<file path="config.mk">
export PLATFORM = sky130hd
export DESIGN_NAME = da_rom_sequencer
export DESIGN_NICKNAME = d
export VERILOG_FILES = /design/src/rtl/da_rom_sequencer.sv
export SDC_FILE = /design/constraint.sdc
export NUM_CORES = 1
export LEC_CHECK = 0
export CAP_MARGIN = 30
export CORE_ASPECT_RATIO = 1.25
export CORE_UTILIZATION = 45
export DETAILED_ROUTE_END_ITERATION = 16
export GPL_ROUTABILITY_DRIVEN = 0
export HOLD_SLACK_MARGIN = 0.03
export PLACE_DENSITY = 0.79
export SLEW_MARGIN = 20
export SYNTH_ARGS = -nofsm -noshare
export SYNTH_HDL_FRONTEND = slang
export SYNTH_SLANG_ARGS = --single-unit
</file>
<file path="constraint.sdc">
create_clock -name clk -period 5.2 [get_ports clk]
set_input_delay 0.52 -clock clk [delete_from_list [all_inputs] [get_ports clk]]
set_output_delay 0.52 -clock clk [all_outputs]
set_load 0.03 [all_outputs]
</file>
<file path="src/rtl/da_rom_sequencer.sv">
// Bit-serial distributed-arithmetic controller for one DCT coefficient: walks four
// captured samples MSB-first, addresses an 8-entry folded coefficient ROM and accumulates.
module da_rom_sequencer #(
  parameter int DW = 16,
  parameter int RW = 17,
  parameter int OW = RW + DW
) (
  input  logic          clk,
  input  logic          rst_n,
  input  logic          in_valid,
  output logic          in_ready,
  input  logic [DW-1:0] x0,
  input  logic [DW-1:0] x1,
  input  logic [DW-1:0] x2,
  input  logic [DW-1:0] x3,
  output logic          rom_cs,
  output logic [2:0]    rom_addr,
  input  logic [RW-1:0] rom_data,
  output logic          out_valid,
  input  logic          out_ready,
  output logic [OW-1:0] out_data,
  output logic          busy,
  output logic [1:0]    state_dbg
);

  // Handshakes: a transfer happens on a rising edge where valid and ready are both high;
  // valid never depends on ready, and the producer holds data stable until the transfer.
  localparam logic [1:0] S_IDLE = 2'd0;
  localparam logic [1:0] S_RUN  = 2'd1;
  localparam logic [1:0] S_DONE = 2'd2;

  localparam int CW = $clog2(DW);
  localparam logic [CW-1:0] CNT_MAX = CW'(DW - 1);

  logic [1:0]    state;
  logic          rdy_q;
  logic [CW-1:0] cnt;
  logic [DW-1:0] sx0, sx1, sx2, sx3;
  logic [OW-1:0] acc;

  logic          b0, b1, b2, b3;
  logic [OW-1:0] rom_ext;
  logic [OW-1:0] term;
  logic          accept;

  // Samples shift left, so the bit under examination is always the MSB of each register.
  assign b0 = sx0[DW-1];
  assign b1 = sx1[DW-1];
  assign b2 = sx2[DW-1];
  assign b3 = sx3[DW-1];

  assign rom_cs   = (state == S_RUN);
  assign rom_addr = rom_cs ? (b0 ? ~{b1, b2, b3} : {b1, b2, b3}) : 3'd0;
  assign rom_ext  = {{DW{rom_data[RW-1]}}, rom_data};
  assign term     = b0 ? -rom_ext : rom_ext;

  // rdy_q keeps in_ready low until the first edge after reset release.
  assign in_ready  = ((state == S_IDLE) && rdy_q) || ((state == S_DONE) && out_ready);
  assign accept    = in_valid && in_ready;
  assign out_valid = (state == S_DONE);
  assign out_data  = out_valid ? acc : '0;
  assign busy      = (state != S_IDLE);
  assign state_dbg = state;

  always_ff @(posedge clk or negedge rst_n) begin
    if (!rst_n) begin
      state <= S_IDLE;
      rdy_q <= 1'b0;
      cnt   <= '0;
      sx0   <= '0;
      sx1   <= '0;
      sx2   <= '0;
      sx3   <= '0;
      acc   <= '0;
    end else begin
      rdy_q <= 1'b1;
      case (state)
        S_IDLE, S_DONE: begin
          if (accept) begin
            sx0   <= x0;
            sx1   <= x1;
            sx2   <= x2;
            sx3   <= x3;
            acc   <= '0;
            cnt   <= CNT_MAX;
            state <= S_RUN;
          end else if (state == S_DONE && out_ready) begin
            state <= S_IDLE;
          end
        end
        S_RUN: begin
          // The sign-bit slice carries negative weight, hence the negated first term.
          acc <= (cnt == CNT_MAX) ? -term : ((acc << 1) + term);
          sx0 <= sx0 << 1;
          sx1 <= sx1 << 1;
          sx2 <= sx2 << 1;
          sx3 <= sx3 << 1;
          cnt <= cnt - 1'b1;
          if (cnt == '0) state <= S_DONE;
        end
        default: state <= S_IDLE;
      endcase
    end
  end

endmodule
</file>
==> results.sh, run 1 <==
export IMPL_wl_per_cell_um=15.6
export IMPL_yosysTopAreaCell="dfrtp_1"
export IMPL_slew_headroom_pct=37.1
export IMPL_start_util_pct=46.3
export IMPL_grt_overflow=0
export IMPL_leakage_nw=4.07
export IMPL_worst_slew_pin_slew_ps=941
export IMPL_syn2layout_area_growth_pct=23.7
export IMPL_core_area_um2=16300
export IMPL_seqCellArea_um2=2600
export IMPL_min_period_ps=4820
export IMPL_grt_pass1_wl_um=33100
export IMPL_layout_worst_path_cycle_share_pct=92.6
export IMPL_ys_flop_type="dfrtp_1"
export IMPL_die_area_um2=17300
export IMPL_timing_rr_end="acc[28]$_DFFE_PN0P_"
export IMPL_clk_latency_ps=360
export IMPL_tns_ps=0
export IMPL_drt_first_pass_iters=5
export IMPL_drive_gt1_share_pct=5.41
export IMPL_cts_hold_buf=0
export IMPL_grt_pass1_vias=6934
export IMPL_detail_route_antenna_nets=0
export IMPL_crit_path_end="acc[28]$_DFFE_PN0P_"
export IMPL_slew_viol_final=0
export IMPL_tritoncts="done"
export IMPL_ys_top_cells_by_count="nand2_1, dfrtp_1, nor2_1, a31oi_1, o21ai_0"
export IMPL_path_class="input port to register"
export IMPL_final_util_pct=57.3
export IMPL_drc=0
export IMPL_nNetsFinal=1190
export IMPL_yosysMostFrequentCell="nand2_1"
export IMPL_grt_max_degree=74
export IMPL_outcome="completed"
export IMPL_cts_sink_count=104
export IMPL_synth_seq_cells=104
export IMPL_ys_async_sr_fraction_pct=100
export IMPL_hold_viol_final=0
export IMPL_synthCells=970
export IMPL_yosysTopAreaCellShare_pct=34.5
export IMPL_vias=7385
export IMPL_finClkSkew_ps=6.38
export IMPL_ys_seq_area_share_pct=34.5
export IMPL_hpwl_um=14500
export IMPL_drtIter0Drc=473
export IMPL_startpoint_type="input port"
export IMPL_setup_viol=0
export IMPL_core_rowCount=52
export IMPL_fp_dieW_um=118
export IMPL_dieHeight_um=147
export IMPL_max_freq_ghz=0.208
export IMPL_ff2ff_setup_slack_ps=1050
export IMPL_r2r_cells=16
export IMPL_grt_use_total_pct=23.5
export IMPL_cts_setup_buffers=0
export IMPL_multi_input_area_um2=4610
export IMPL_antenna_found_initial=0
export IMPL_synth_edf_count=0
export IMPL_syn_area_per_cell_um2=7.77
export IMPL_cp_end_kind="register"
export IMPL_ys_types=70
export IMPL_num_antenna_cells=0
export IMPL_numCtsBuffers=9
export IMPL_cts_buffer_depth=2
export IMPL_post_cts_resized=0
export IMPL_portBuffers=126
export IMPL_wl_um=20100
export IMPL_netlist_area_um2=7540
export IMPL_ys_warnings_count=0
export IMPL_reg2reg_from="sx0[15]$_DFFE_PN0P_"
export IMPL_cellPowerDensity_nw_per_um2=633
export IMPL_critPathArrivalTime_ps=5060
export IMPL_pin_count=127
export IMPL_clk_pin_slew_ps=70
export IMPL_cp_max_fo=5
export IMPL_htree_levels=3
export IMPL_n_fill_cell=1524
export IMPL_ir_drop_uv=259
export IMPL_synth_area_top_cells="dfrtp_1, nand2_1, ha_1, a31oi_1, nor2_1"
export IMPL_design_area_um2=9330
export IMPL_hp_class="input port to async pin"
export IMPL_vias_per_cell=5.73
export IMPL_rsz0062_at_grt="no"
export IMPL_cp_startpoint="rom_data[1]"
export IMPL_root_buffer="clkbuf_16"
export IMPL_cp_required_ps=5450
export IMPL_place_area_um2=9000
export IMPL_maxCapViolations=0
export IMPL_synth_nets=1092
-- worst min-delay path by stage --
stage	slack (ps)	end	depth (start not counted)
global placement	480	sx3[0]$_DFFE_PN0P_	2
global route	270	acc[10]$_DFFE_PN0P_	1
floorplan	220	acc[0]$_DFFE_PN0P_	0
detailed placement	490	sx0[0]$_DFFE_PN0P_	2
finish	210	acc[10]$_DFFE_PN0P_	1
CTS	240	acc[11]$_DFFE_PN0P_	1
-- state kept, by name, indices dropped and copies added, names as in the netlist --
| register | cells |
|---|---|
| acc | 33 |
| sx0 | 16 |
| sx1 | 16 |
| sx2 | 16 |
| sx3 | 16 |
| cnt | 4 |
| state_dbg | 2 |
| rdy_q | 1 |
-- routing by layer --
metal / part of all wire [%] / routed length (µm) / track usage, %
met2: 49 / 9890 / 39.8
met1: 41 / 8250 / 29.2
met4: 2.7 / 535 / 8.46
met5: 0 / 0 / 0
met3: 7.0 / 1400 / 5.16
-- metrics by stage --
step           std cells  hold slack, ps  power, W  setup WS (ps)
2_1_floorplan        970             224   0.00425            868
3_3_place_gp        1270             482   0.00504            211
3_5_place_dp        1272             491   0.00516           13.5
4_1_cts             1288             238   0.00586            358
5_1_grt             1289             268   0.00641            138
6_report            1289             206   0.00590            382
-- final cells by class --
type,count,area share [%]
tap,216,2.90
sequential,104,27.9
multi-input combinational,780,49.5
clock buffer,12,2.75
clock inverter,4,0.362
timing repair buffer,147,15.6
inverter,26,1.05
-- where the power goes --
group,switching (W),total (W),internal [W]
Sequential,0.000287,0.00150,0.00121
Combinational,0.00215,0.00372,0.00157
Clock,0.000326,0.000684,0.000357
Total,0.00276,0.00590,0.00314
-- critical path: stages --
cell	delay, ps
clkdlybuf4s50_1	470
inv_1	120
ha_1	230
nor4b_2	390
nand3_1	200
or4_1	560
ha_1	300
a21oi_1	230
ha_1	270
a21oi_1	160
and2_1	200
o21ai_0	240
nand2_1	120
nor3_1	200
a21oi_2	150
o221ai_1	260
xor2_1	120
a221o_1	330
-- cells in the final DEF, fill, tap and decap left out, types with 17 or more instances in the layout --
| master | n |
|---|---|
| buf_4 | 19 |
| inv_1 | 24 |
| xor2_1 | 17 |
| nor2_1 | 95 |
| nand2_1 | 186 |
| dfrtp_1 | 104 |
| clkdlybuf4s50_1 | 125 |
| ha_1 | 36 |
| nand3_1 | 28 |
| a31oi_1 | 65 |
| a21oi_1 | 51 |
| o21ai_0 | 63 |
| a21o_1 | 20 |
| and2_1 | 38 |
| xnor2_1 | 35 |
-- logic make-up after synthesis --
kind of cell / share of synthesized area [%]
muxes: 0.797
buffers and inverters: 4.52
AOI/OAI and AO/OA: 23.1
xor gates and xnor gates: 6.04
other: 0.0498
and+or+nand+nor: 24.8
adders and majority gates: 6.24
DFF: 34.5
Power figures use the tool's default switching activity.
==> inputs of run 2 (changes only) <==
Settings changed: MAX_ROUTING_LAYER from default to met4.
==> run 2 against run 1 <==
Net effect: power about the same; worst hold slack got worse by 0.68 ps; worst setup slack got worse by 8.7 ps; design area unchanged; wire length is essentially flat.
==> results.sh, run 2 (synthesis gave the netlist of run 1 again) <==
export IMPL_numCtsBuffers=9
export IMPL_slew_viol_final=0
export IMPL_cp_max_fo=5
export IMPL_hp_class="input port to async pin"
export IMPL_outcome="completed"
export IMPL_max_freq_ghz=0.207
export IMPL_ir_drop_uv=258
export IMPL_nNetsFinal=1190
export IMPL_cts_sink_count=104
export IMPL_top_register="acc"
export IMPL_leakage_nw=4.07
export IMPL_fin_cells=1289
export IMPL_top_usage_layer="met2"
export IMPL_fp_dieW_um=118
export IMPL_multi_input_area_um2=4610
export IMPL_htree_levels=3
export IMPL_met1_usage_pct=29.6
export IMPL_syn2layout_area_growth_pct=23.7
export IMPL_largest_reg_flops=33
export IMPL_cp_required_ps=5450
export IMPL_clk_pin_slew_ps=70
export IMPL_tritoncts="done"
export IMPL_placed_cells=1272
export IMPL_drtIter0Drc=531
export IMPL_num_antenna_cells=0
export IMPL_final_common_cell="nand2_1"
export IMPL_cpLargestDelayFamily="simple AND/OR/NAND/NOR gates"
export IMPL_layout_worst_path_cycle_share_pct=92.8
export IMPL_maxCapViolations=0
export IMPL_cp_slowest_stage_delay_ps=560
export IMPL_grt_use_total_pct=24.2
export IMPL_root_buffer="clkbuf_16"
export IMPL_crit_path_frequent_cell="ha_1"
export IMPL_p_total_w=0.00590
export IMPL_pin_count=127
export IMPL_die_area_um2=17300
export IMPL_cts_hold_buf=0
export IMPL_cts_buffer_depth=2
export IMPL_drc=0
export IMPL_drt_first_pass_iters=6
export IMPL_antenna_found_initial=0
export IMPL_core_rowCount=52
export IMPL_slowest_stage="or4_1"
export IMPL_rsz0062_at_grt="no"
export IMPL_grtUsageMet2_pct=39.7
export IMPL_cp_end_kind="register"
export IMPL_cellPowerDensity_nw_per_um2=633
export IMPL_hpwl_um=14500
export IMPL_startpoint_type="input port"
export IMPL_tns_ps=0
export IMPL_dieHeight_um=147
export IMPL_worst_path_buf_inv=2
export IMPL_n_fill_cell=1524
export IMPL_wl_um=20100
export IMPL_core_area_um2=16300
export IMPL_path_cells="clkdlybuf4s50_1, inv_1, ha_1, nor4b_2, nand3_1, or4_1, ha_1, a21oi_1, ha_1, a21oi_1, and2_1, o21ai_0, nand2_1, nor3_1, a21oi_2, o221ai_1, xor2_1, a221o_1"
export IMPL_grt_pass1_wl_um=33100
export IMPL_setup_viol=0
export IMPL_wl_per_cell_um=15.6
export IMPL_grtUsageMet3_pct=5.01
export IMPL_seqCellArea_um2=2600
export IMPL_clk_latency_ps=360
export IMPL_portBuffers=126
export IMPL_drive_gt1_share_pct=5.41
export IMPL_final_cell_mix="nand2_1, clkdlybuf4s50_1, dfrtp_1"
export IMPL_grt_max_degree=74
export IMPL_min_period_ps=4830
export IMPL_start_util_pct=46.3
export IMPL_slew_headroom_pct=37.9
export IMPL_finClkSkew_ps=5.97
export IMPL_critPathArrivalTime_ps=5070
export IMPL_vias=7334
export IMPL_vias_per_cell=5.69
export IMPL_detail_route_antenna_nets=0
export IMPL_hold_viol_final=0
export IMPL_path_class="input port to register"
export IMPL_grt_pass1_vias=6919
export IMPL_grt_overflow=0
export IMPL_worst_slew_pin_slew_ps=929
[run 2: worst paths after layout]
check / startpoint / endpoint / slack (ps) / cells after the start
worst max register to register: sx0[15]$_DFFE_PN0P_ / acc[28]$_DFFE_PN0P_ / 1090 / 16
worst min register to register: sx0[0]$_DFFE_PN0P_ / sx0[0]$_DFFE_PN0P_ / 510 / 2
min in group clk: sx0[0]$_DFFE_PN0P_ / sx0[0]$_DFFE_PN0P_ / 510 / 2
worst max-delay path: rom_data[1] / acc[28]$_DFFE_PN0P_ / 370 / 18
max in group asynchronous: rst_n / sx1[8]$_DFFE_PN0P_ / 3870 / 2
worst min-delay path: rst_n / acc[10]$_DFFE_PN0P_ / 200 / 1
[run 2: per-layer routing]
| metal | up-vias | wire length (µm) |
|---|---|---|
| li1 | 3595 | - |
| met1 | 3419 | 8270 |
| met2 | 267 | 9920 |
| met3 | 53 | 1330 |
| met4 | 0 | 542 |
| met5 | - | 0 |
[run 2: repair_timing]
item / CTS / global route
setup endpoints to repair: 0 / 1
buffers inserted: 0 / 0
gates resized for setup: 0 / 1
[run 2: area by class of cell]
class / instances / share of cell area (%)
multi-input cells: 780 / 49.5
flip-flops and latches: 104 / 27.9
repair buffers: 147 / 15.6
well taps: 216 / 2.90
clock buffers: 12 / 2.75
inverters: 26 / 1.05
clock inverters: 4 / 0.362
[run 2: where the power goes]
group	switching [W]	internal (W)	leakage (nW)
registers	0.000285	0.00121	1.18
clock network	0.000330	0.000357	0.140
logic	0.00215	0.00157	2.74
[run 2: metrics by stage]
stage                     util [%]  worst slack [ps]  hold slack (ps)  area, µm²
after floorplan                  -               868              224       7540
after CTS                     57.1               358              238       9300
final                         57.3               374              205       9330
after global routing          57.3               136              268       9330
after detailed placement      55.4              13.5              491       9000
after global placement        55.2               211              482       8970
==> inputs of run 3 (changes only) <==
Settings changed: CTS_BUF_LIST from default to sky130_fd_sc_hd__clkbuf_2.
==> run 3 against run 2 <==
Net effect: wire length shrank 0.95%; sequential share of layout area grew 0.59 points; clock skew grew 24 ps; largest cell class unchanged; non-clock buffer count grew 1; sequential cell count is the same; largest power group unchanged; clock power shrank 48%; combinational power is essentially flat.
==> results.sh, run 3 (synthesis gave the netlist of run 1 again) <==
export IMPL_pin_count=127
export IMPL_r2r_cells=13
export IMPL_clk_pin_slew_ps=280
export IMPL_top_register="acc"
export IMPL_post_cts_resized=0
export IMPL_worst_slew_pin_slew_ps=925
export IMPL_wl_um=19900
export IMPL_cts_setup_buffers=0
export IMPL_leakage_nw=3.99
export IMPL_min_period_ps=4560
export IMPL_setup_viol=0
export IMPL_num_antenna_cells=0
export IMPL_nNetsFinal=1191
export IMPL_root_buffer="clkbuf_2"
export IMPL_path_class="input port to register"
export IMPL_antenna_found_initial=0
export IMPL_met1_usage_pct=29.8
export IMPL_maxCapViolations=0
export IMPL_outcome="completed"
export IMPL_grt_use_total_pct=24.1
export IMPL_slew_headroom_pct=38.2
export IMPL_htree_levels=3
export IMPL_grt_overflow=0
export IMPL_largest_reg_flops=33
export IMPL_final_util_pct=56.2
export IMPL_start_util_pct=46.3
export IMPL_drive_gt1_share_pct=5.21
export IMPL_ff2ff_setup_slack_ps=960
export IMPL_min_from="x0[0]"
export IMPL_detail_route_antenna_nets=0
export IMPL_layout_worst_path_cycle_share_pct=87.7
export IMPL_drtIter0Drc=536
export IMPL_slew_viol_final=0
export IMPL_portBuffers=126
export IMPL_wl_per_cell_um=15.4
export IMPL_rsz0062_at_grt="no"
export IMPL_drc=0
export IMPL_grt_max_degree=74
export IMPL_whs_ps=381
export IMPL_tritoncts="done"
export IMPL_cp_required_ps=5770
export IMPL_numCtsBuffers=9
export IMPL_hp_class="input port to register"
export IMPL_final_cell_mix="nand2_1, clkdlybuf4s50_1, dfrtp_1"
export IMPL_grtUsageMet3_pct=3.07
export IMPL_n_fill_cell=1555
export IMPL_syn2layout_area_growth_pct=21.2
export IMPL_cts_sink_count=104
export IMPL_cts_buffer_depth=2
export IMPL_cp_max_fo=5
export IMPL_cp_startpoint="rom_data[1]"
export IMPL_place_area_um2=9000
export IMPL_core_area_um2=16300
export IMPL_vias=7319
export IMPL_ir_drop_uv=258
export IMPL_cp_end_kind="register"
export IMPL_grt_pass1_wl_um=33000
export IMPL_finClkSkew_ps=29.8
export IMPL_max_freq_ghz=0.219
export IMPL_clk_latency_ps=640
export IMPL_grt_pass1_vias=6892
export IMPL_core_rowCount=52
export IMPL_drt_first_pass_iters=5
export IMPL_worstHoldPathCells=3
export IMPL_reg2reg_from="sx0[15]$_DFFE_PN0P_"
export IMPL_top_usage_layer="met2"
export IMPL_final_common_cell="nand2_1"
export IMPL_hold_viol_final=0
export IMPL_hpwl_um=14500
export IMPL_grtUsageMet2_pct=39.4
export IMPL_fp_dieW_um=118
export IMPL_critPathArrivalTime_ps=5130
export IMPL_startpoint_type="input port"
export IMPL_die_area_um2=17300
export IMPL_cellPowerDensity_nw_per_um2=608
export IMPL_tns_ps=0
export IMPL_vias_per_cell=5.67
export IMPL_hold_end="sx0[0]$_DFFE_PN0P_"
export IMPL_dieHeight_um=147
export IMPL_design_area_um2=9130
export IMPL_timing_rr_end="acc[28]$_DFFE_PN0P_"
## run 3: worst max path at each step
| stage | end | slack, ps | cells after the start |
|---|---|---|---|
| floorplan | acc[28]$_DFFE_PN0P_ | 870 | 15 |
| global placement | acc[28]$_DFFE_PN0P_ | 210 | 18 |
| detailed placement | acc[28]$_DFFE_PN0P_ | 10 | 18 |
| CTS | acc[28]$_DFFE_PN0P_ | 740 | 18 |
| global route | acc[28]$_DFFE_PN0P_ | 370 | 18 |
| finish | acc[28]$_DFFE_PN0P_ | 640 | 18 |
## run 3: where the power goes
| group | total (W) | internal (W) | switching [W] |
|---|---|---|---|
| logic | 0.00370 | 0.00157 | 0.00213 |
| clock network | 0.000360 | 0.0000678 | 0.000293 |
| registers | 0.00149 | 0.00120 | 0.000285 |
| total | 0.00555 | 0.00284 | 0.00271 |
## run 3: layer usage
| metal | vias up | routed length, µm |
|---|---|---|
| li1 | 3586 | - |
| met1 | 3430 | 8270 |
| met2 | 250 | 9870 |
| met3 | 53 | 1080 |
| met4 | 0 | 647 |
| met5 | - | 0 |
## run 3: worst max-delay path, stage by stage
cell	delay (ps)
clkdlybuf4s50_1	470
inv_1	120
ha_1	230
nor4b_2	390
nand3_1	200
or4_1	560
ha_1	300
a21oi_1	90
ha_1	250
a21oi_1	330
and2_1	200
o21ai_0	100
nand2_1	110
o21ai_0	90
a21oi_1	410
o221ai_1	230
xor2_1	190
a221o_1	320
## run 3: final cells by class
type / instances / area [µm²] / share of cell area (%)
multi-input cells: 780 / 4610 / 50.5
flip-flops and latches: 104 / 2600 / 28.5
repair buffers: 148 / 1460 / 16.0
well taps: 216 / 270 / 2.96
inverters: 26 / 97.6 / 1.07
clock buffers: 10 / 50.0 / 0.548
clock inverters: 6 / 41.3 / 0.452
## run 3: through the flow
stage                     power, W  setup WS, ps  std cells
after CTS                  0.00553           743       1289
after floorplan            0.00425           868        970
final                      0.00555           639       1290
after global routing       0.00607           365       1290
after global placement     0.00504           211       1270
after detailed placement   0.00516          13.5       1272
## run 3: repair_timing
action | 4_1_cts | 5_1_grt
endpoints found under the setup margin | 0 | 0
hold endpoints to repair | 53 | 0
hold buffers | 1 | 0
